[src/rtl/arith_pkg.sv]
// Shared arithmetic types: adder FSM states and the WIDTH/CHUNK legality check.
package arith_pkg;

  typedef enum logic [1:0] {
    IDLE = 2'd0,
    RUN  = 2'd1,
    DONE = 2'd2
  } state_e;

  function automatic bit width_ok(input int width, input int chunk);
    return (width >= 1) && (chunk >= 1) && (chunk <= width) && ((width % chunk) == 0);
  endfunction

endpackage

[src/rtl/multicycle_adder_if.sv]
// Operand/result handshake bundle for multicycle_adder; ovf exists only with SIGNED_OVF_EN.
interface multicycle_adder_if #(
  parameter int WIDTH = 8
);
  logic             in_valid;
  logic             in_ready;
  logic [WIDTH-1:0] a;
  logic [WIDTH-1:0] b;
  logic             cin;
  logic             out_valid;
  logic             out_ready;
  logic [WIDTH-1:0] sum;
  logic             cout;
`ifdef SIGNED_OVF_EN
  logic             ovf;
`endif

  modport master (
    output in_valid, a, b, cin, out_ready,
    input  in_ready, out_valid, sum, cout
`ifdef SIGNED_OVF_EN
    , input ovf
`endif
  );

  modport slave (
    input  in_valid, a, b, cin, out_ready,
    output in_ready, out_valid, sum, cout
`ifdef SIGNED_OVF_EN
    , output ovf
`endif
  );

endinterface

[src/rtl/multicycle_adder_chunk_add.sv]
// Combinational CHUNK-bit ripple of full-adder cells; also exposes the carry into the top bit.
module chunk_add #(
  parameter int CHUNK = 2
) (
  input  logic [CHUNK-1:0] a_i,
  input  logic [CHUNK-1:0] b_i,
  input  logic             cin_i,
  output logic [CHUNK-1:0] sum_o,
  output logic             cout_o,
  output logic             c_msb_o
);

  logic carry;

  always_comb begin
    carry   = cin_i;
    c_msb_o = cin_i;
    sum_o   = '0;
    for (int i = 0; i < CHUNK; i++) begin
      if (i == CHUNK - 1) c_msb_o = carry;
      sum_o[i] = a_i[i] ^ b_i[i] ^ carry;
      carry    = (a_i[i] & b_i[i]) | (carry & (a_i[i] ^ b_i[i]));
    end
    cout_o = carry;
  end

endmodule

[src/rtl/multicycle_adder.sv]
// Sequential adder: CHUNK bits per clock through a registered carry, valid/ready on both sides.
// Define SIGNED_OVF_EN to add the signed-overflow output ovf.
module multicycle_adder
  import arith_pkg::*;
#(
  parameter int WIDTH = 8,
  parameter int CHUNK = 2
) (
  input  logic                clk,
  input  logic                rst,
  multicycle_adder_if.slave   bus
);

  localparam int N     = WIDTH / CHUNK;
  localparam int IDX_W = (N > 1) ? $clog2(N) : 1;

  if (!width_ok(WIDTH, CHUNK)) begin : g_bad_width
    $error("multicycle_adder: WIDTH must be a positive multiple of CHUNK");
  end

  state_e             state_q, state_d;
  logic [IDX_W-1:0]   idx_q, idx_d;
  logic [WIDTH-1:0]   a_q, a_d;
  logic [WIDTH-1:0]   b_q, b_d;
  logic               carry_q, carry_d;
  logic [WIDTH-1:0]   sum_q, sum_d;
  logic               cout_q, cout_d;

  logic [31:0]        base;
  logic [CHUNK-1:0]   chunk_sum;
  logic               chunk_cout;

  assign base = 32'(idx_q) * CHUNK;

`ifdef SIGNED_OVF_EN
  logic ovf_q, ovf_d;
  logic chunk_msb;

  chunk_add #(.CHUNK(CHUNK)) u_chunk (
    .a_i     (a_q[base +: CHUNK]),
    .b_i     (b_q[base +: CHUNK]),
    .cin_i   (carry_q),
    .sum_o   (chunk_sum),
    .cout_o  (chunk_cout),
    .c_msb_o (chunk_msb)
  );
`else
  logic c_msb_unused;

  chunk_add #(.CHUNK(CHUNK)) u_chunk (
    .a_i     (a_q[base +: CHUNK]),
    .b_i     (b_q[base +: CHUNK]),
    .cin_i   (carry_q),
    .sum_o   (chunk_sum),
    .cout_o  (chunk_cout),
    .c_msb_o (c_msb_unused)
  );
`endif

  always_ff @(posedge clk or posedge rst) begin
    if (rst) begin
      state_q <= IDLE;
      idx_q   <= '0;
      a_q     <= '0;
      b_q     <= '0;
      carry_q <= 1'b0;
      sum_q   <= '0;
      cout_q  <= 1'b0;
`ifdef SIGNED_OVF_EN
      ovf_q   <= 1'b0;
`endif
    end else begin
      state_q <= state_d;
      idx_q   <= idx_d;
      a_q     <= a_d;
      b_q     <= b_d;
      carry_q <= carry_d;
      sum_q   <= sum_d;
      cout_q  <= cout_d;
`ifdef SIGNED_OVF_EN
      ovf_q   <= ovf_d;
`endif
    end
  end

  always_comb begin
    state_d = state_q;
    idx_d   = idx_q;
    a_d     = a_q;
    b_d     = b_q;
    carry_d = carry_q;
    sum_d   = sum_q;
    cout_d  = cout_q;
`ifdef SIGNED_OVF_EN
    ovf_d   = ovf_q;
`endif
    case (state_q)
      IDLE: begin
        if (bus.in_valid) begin
          a_d     = bus.a;
          b_d     = bus.b;
          carry_d = bus.cin;
          idx_d   = '0;
          state_d = RUN;
        end
      end
      RUN: begin
        sum_d[base +: CHUNK] = chunk_sum;
        carry_d = chunk_cout;
        idx_d   = idx_q + 1'b1;
        // The last chunk's carries define cout and the signed overflow.
        if (idx_q == IDX_W'(N - 1)) begin
          cout_d  = chunk_cout;
`ifdef SIGNED_OVF_EN
          ovf_d   = chunk_msb ^ chunk_cout;
`endif
          state_d = DONE;
        end
      end
      DONE: begin
        if (bus.out_ready) state_d = IDLE;
      end
      default: state_d = IDLE;
    endcase
  end

  assign bus.in_ready  = (state_q == IDLE) && !rst;
  assign bus.out_valid = (state_q == DONE);
  assign bus.sum       = sum_q;
  assign bus.cout      = cout_q;
`ifdef SIGNED_OVF_EN
  assign bus.ovf       = ovf_q;
`endif

endmodule

[src/flat_wrapper.sv]
// flat-port wrapper written by rule: the top's interface ports become plain ports
module multicycle_adder_flat import arith_pkg::*;
#(
  parameter int WIDTH = 8,
  parameter int CHUNK = 2
)
  (clk, rst, bus_in_valid, bus_a, bus_b, bus_cin, bus_out_ready, bus_in_ready, bus_out_valid, bus_sum, bus_cout);
  multicycle_adder_if #(.WIDTH(WIDTH)) bus_i ();
  input  logic clk;
  input  logic rst;
  input wire logic [$bits(bus_i.in_valid)-1:0] bus_in_valid;
  input wire logic [$bits(bus_i.a)-1:0] bus_a;
  input wire logic [$bits(bus_i.b)-1:0] bus_b;
  input wire logic [$bits(bus_i.cin)-1:0] bus_cin;
  input wire logic [$bits(bus_i.out_ready)-1:0] bus_out_ready;
  output wire logic [$bits(bus_i.in_ready)-1:0] bus_in_ready;
  output wire logic [$bits(bus_i.out_valid)-1:0] bus_out_valid;
  output wire logic [$bits(bus_i.sum)-1:0] bus_sum;
  output wire logic [$bits(bus_i.cout)-1:0] bus_cout;
  assign bus_i.in_valid = bus_in_valid;
  assign bus_i.a = bus_a;
  assign bus_i.b = bus_b;
  assign bus_i.cin = bus_cin;
  assign bus_i.out_ready = bus_out_ready;
  assign bus_in_ready = bus_i.in_ready;
  assign bus_out_valid = bus_i.out_valid;
  assign bus_sum = bus_i.sum;
  assign bus_cout = bus_i.cout;
  multicycle_adder #(.WIDTH(WIDTH), .CHUNK(CHUNK)) u_core (.clk(clk), .rst(rst), .bus(bus_i));
endmodule
[config.mk]
export PLATFORM = sky130hd
export DESIGN_NAME = multicycle_adder_flat
export DESIGN_NICKNAME = d
export VERILOG_FILES = /design/src/rtl/arith_pkg.sv /design/src/rtl/multicycle_adder_if.sv /design/src/rtl/multicycle_adder_chunk_add.sv /design/src/rtl/multicycle_adder.sv /design/src/flat_wrapper.sv
export SDC_FILE = /design/constraint.sdc
export NUM_CORES = 1
export LEC_CHECK = 0
export ABC_AREA = 0
export CORE_UTILIZATION = 50
export DETAILED_ROUTE_END_ITERATION = 10
export MAX_ROUTING_LAYER = met4
export PLACE_DENSITY = 0.87
export SYNTH_ARGS = -nofsm -noshare
export SYNTH_HDL_FRONTEND = slang
export SYNTH_SLANG_ARGS = --single-unit
[constraint.sdc]
create_clock -name clk -period 3.6 [get_ports clk]
set_input_delay 0.72 -clock clk [delete_from_list [all_inputs] [get_ports clk]]
set_output_delay 0.72 -clock clk [all_outputs]
set_load 0.1 [all_outputs]
==> run summary <==
total wire length: 2770 µm
biggest area consumer among synthesized cells: dfrtp_1
Area Growth Syn to Fin: 24.3%
WP data arrival: 3.14 ns
Hold/Removal Path Class: register to register
CP max stage delay: 0.76 ns
htree depth: 2
Worst-Margin Slew: 1.17 ns
largest net degree at the start of global routing: 31
vias post-DR: 935
CTS clk-pin slew, worst paths: 0.10 ns
row cnt: 20
CP Launch Type: register
Adder-Cell Fraction of Synth Area: 7.30%
min cycle time layout: 2.87 ns
IO buf count: 31
Worst Setup End Kind: register
GR Overflow Total: 0
syn avg cell area: 15.3 µm²
Final nets: 165
Max Slew Vio Count: 0
FILL cells: 238
number of global-route vias before repair: 984
async set-reset flop share out of synthesis: 100%
post-synthesis mux area share: 26.1%
flop2flop setup slack: 0.73 ns
CP cell instances: mux4_2 > fa_1 > fa_1 > nor4bb_1 > mux2_2
Cells after Synth: 103
die footprint: 3380 µm²
DPL Wire Length: 1940 µm
Yosys top cell area share: 47.6%
Die Span Y: 58.2 µm
r2r worst-path depth: 5
first-pass GRT wire length: 4720 µm
leakage: 0.000871 µW
Seq/Total Area, Yosys: 47.6%
count leader, synth: dfrtp_1
CP required: 3.88 ns
Compound-Gate Fraction of Synth Area: 2.62%
post-route ant nets: 0
Yosys Warn Count: 0
clk sink count: 30
DRC Markers: 0
clk buf depth: 2
post-DR vias/cell: 5.17
hold wc startpoint: u_core.bus.sum[4]
capture point of the worst reg-to-reg path: u_core.bus.sum[7]
CTS resizes: 0
Post-Syn Area: 1580 µm²
max_cap viols: 0
GP Congestion: 0.797
XOR/XNOR Fraction of Synth Area: 0%
1st-iter DRT viols: 11
Setup Fix Bufs, Post-CTS: 0
I/O pins: 32
RSZ-0062 raised after global routing: false
Synth Register Bits: 30
Worst Path Class, Setup: register to register
Hold EP: u_core.bus.sum[4]
count of cell types in the netlist: 27
All-Layer GR Usage: 19.7%
Critical-path top delay cell: dfrtp_1
layout cell share with drive strength beyond 1: 32.8%
final period utilization: 79.6%
Placed Instances: 173
synth top area cells: dfrtp_1 (48%), mux2_2 (12%), mux2_4 (7.6%), mux4_2 (5.7%), ha_1 (4.8%)
CP bufs+invs: 0
met1 WL: 1210 µm
Hold Path Stages: 1
simple logic cell fraction of the synthesized area: 11.4%
status: complete, no violations
Slew Limit Headroom: 21.9%
Die X: 58.2 µm
cell mode on critical path: fa_1
effective utilization at floorplan: 52.1%
# hold bufs at CTS: 0
list of most frequent post-synthesis cells: dfrtp_1 (30), mux2_2 (17), mux2_4 (8)
initial antenna violation count: 0
Post-Synthesis Net Count: 132
crit path max fanout: 17
ANT cells: 0
uppermost layer routed: met4
number of synthesized flops with an enable pin: 0
met3 WL: 124 µm
latest clock arrival within the worst-skew pair: 0.34 ns
Finish-stage setup viols: 0
Fin. Hold Viols: 0
Hold WS: 0.512 ns
reg2reg start: u_core.idx_q[0]
largest family of logic cells by synthesized area: multiplexers
WL/cell: 15.3 µm
Peak VDD IR: 0.000406 V
Inserted Clock Buffers: 5
f_max: 349 MHz
CTS tree: done
First-pass DRT Iterations: 4
Worst Skew: 0.0106 ns
clk root buf: clkbuf_4
Synth Flop Type: dfrtp_1
Setup TNS: 0 ns
Crit path max-delay family: adder cells
Core Box Area: 3030 µm²
pwr/cell area: 1050 nW/µm²
met2 wire length: 1410 µm
fin cells: 181
-- stage by stage --
step	worst slack (ns)	utilization [%]	power (µW)	instance area, µm²
floorplan	0.133	-	1600	1580
global placement	0.841	62.1	1770	1880
detailed placement	0.731	62.1	1820	1880
CTS	0.710	64.8	2080	1960
global route	0.574	64.8	2190	1960
finish	0.735	64.8	2060	1960
-- sequential cells by signal, indices dropped and copies added, names as in the netlist --
register / count
u_core.a_q: 8
u_core.b_q: 8
u_core.bus.sum: 8
u_core.idx_q: 2
u_core.state_q: 2
u_core.bus.cout: 1
u_core.carry_q: 1
-- cells by family (layout without fill, tap and decap cells) --
kind of cell,Yosys count,count (layout)
mux,30,30
buf+inv,10,44
simple gates,20,20
flops,30,30
fa+ha+maj,8,8
compound gates,5,5
-- power by group --
| group | switching, µW | total [µW] | internal [µW] |
|---|---|---|---|
| clock | 118 | 251 | 133 |
| sequential | 152 | 644 | 492 |
| combinational | 603 | 1160 | 560 |
| total | 873 | 2060 | 1190 |
-- worst max-delay path by stage --
| stage | startpoint | endpoint | slack, ns | cells after the start |
|---|---|---|---|---|
| finish | u_core.idx_q[0] | u_core.bus.sum[7] | 0.73 | 5 |
| global route | u_core.idx_q[0] | u_core.bus.sum[5] | 0.57 | 5 |
| CTS | u_core.idx_q[0] | u_core.bus.sum[5] | 0.71 | 5 |
| detailed placement | u_core.idx_q[0] | u_core.bus.sum[5] | 0.73 | 5 |
| global placement | u_core.idx_q[0] | u_core.bus.sum[3] | 0.84 | 5 |
| floorplan | rst | bus_in_ready | 0.13 | 1 |
-- layout by cell type, fill, tap and decap left out, types with 2 or more instances in the layout --
| master | instances |
|---|---|
| fa_1 | 2 |
| clkbuf_8 | 3 |
| ha_1 | 6 |
| and4b_1 | 2 |
| mux2_4 | 8 |
| and3b_1 | 2 |
| clkbuf_4 | 5 |
| inv_1 | 4 |
| dfrtp_1 | 30 |
| clkdlybuf4s50_1 | 29 |
| mux2_2 | 17 |
| mux4_2 | 4 |
| buf_4 | 3 |
| nand3b_1 | 3 |
| nor4bb_1 | 6 |
-- per-layer routing --
| metal | GRT usage, % | vias up |
|---|---|---|
| li1 | - | 441 |
| met1 | 23.1 | 463 |
| met2 | 32.0 | 28 |
| met3 | 4.91 | 3 |
| met4 | 9.18 | 0 |
| met5 | - | - |
-- area by class of cell --
type                       count  area, µm²  share of cell area [%]
sequential                    30        751                    38.3
tap                           44       55.1                    2.81
timing repair buffer          32        313                    16.0
multi-input combinational     63        748                    38.2
inverter                       4       15.0                   0.766
clock buffer                   8       78.8                    4.02
-- worst register-to-register path, delay by kind of cell (launching register included) --
kind          cells  cell delay, ns
simple gates      1            0.27
fa+ha+maj         2            0.98
mux               2            0.79
flops             1            0.76
Note: power is estimated with default switching activity, not from simulation.
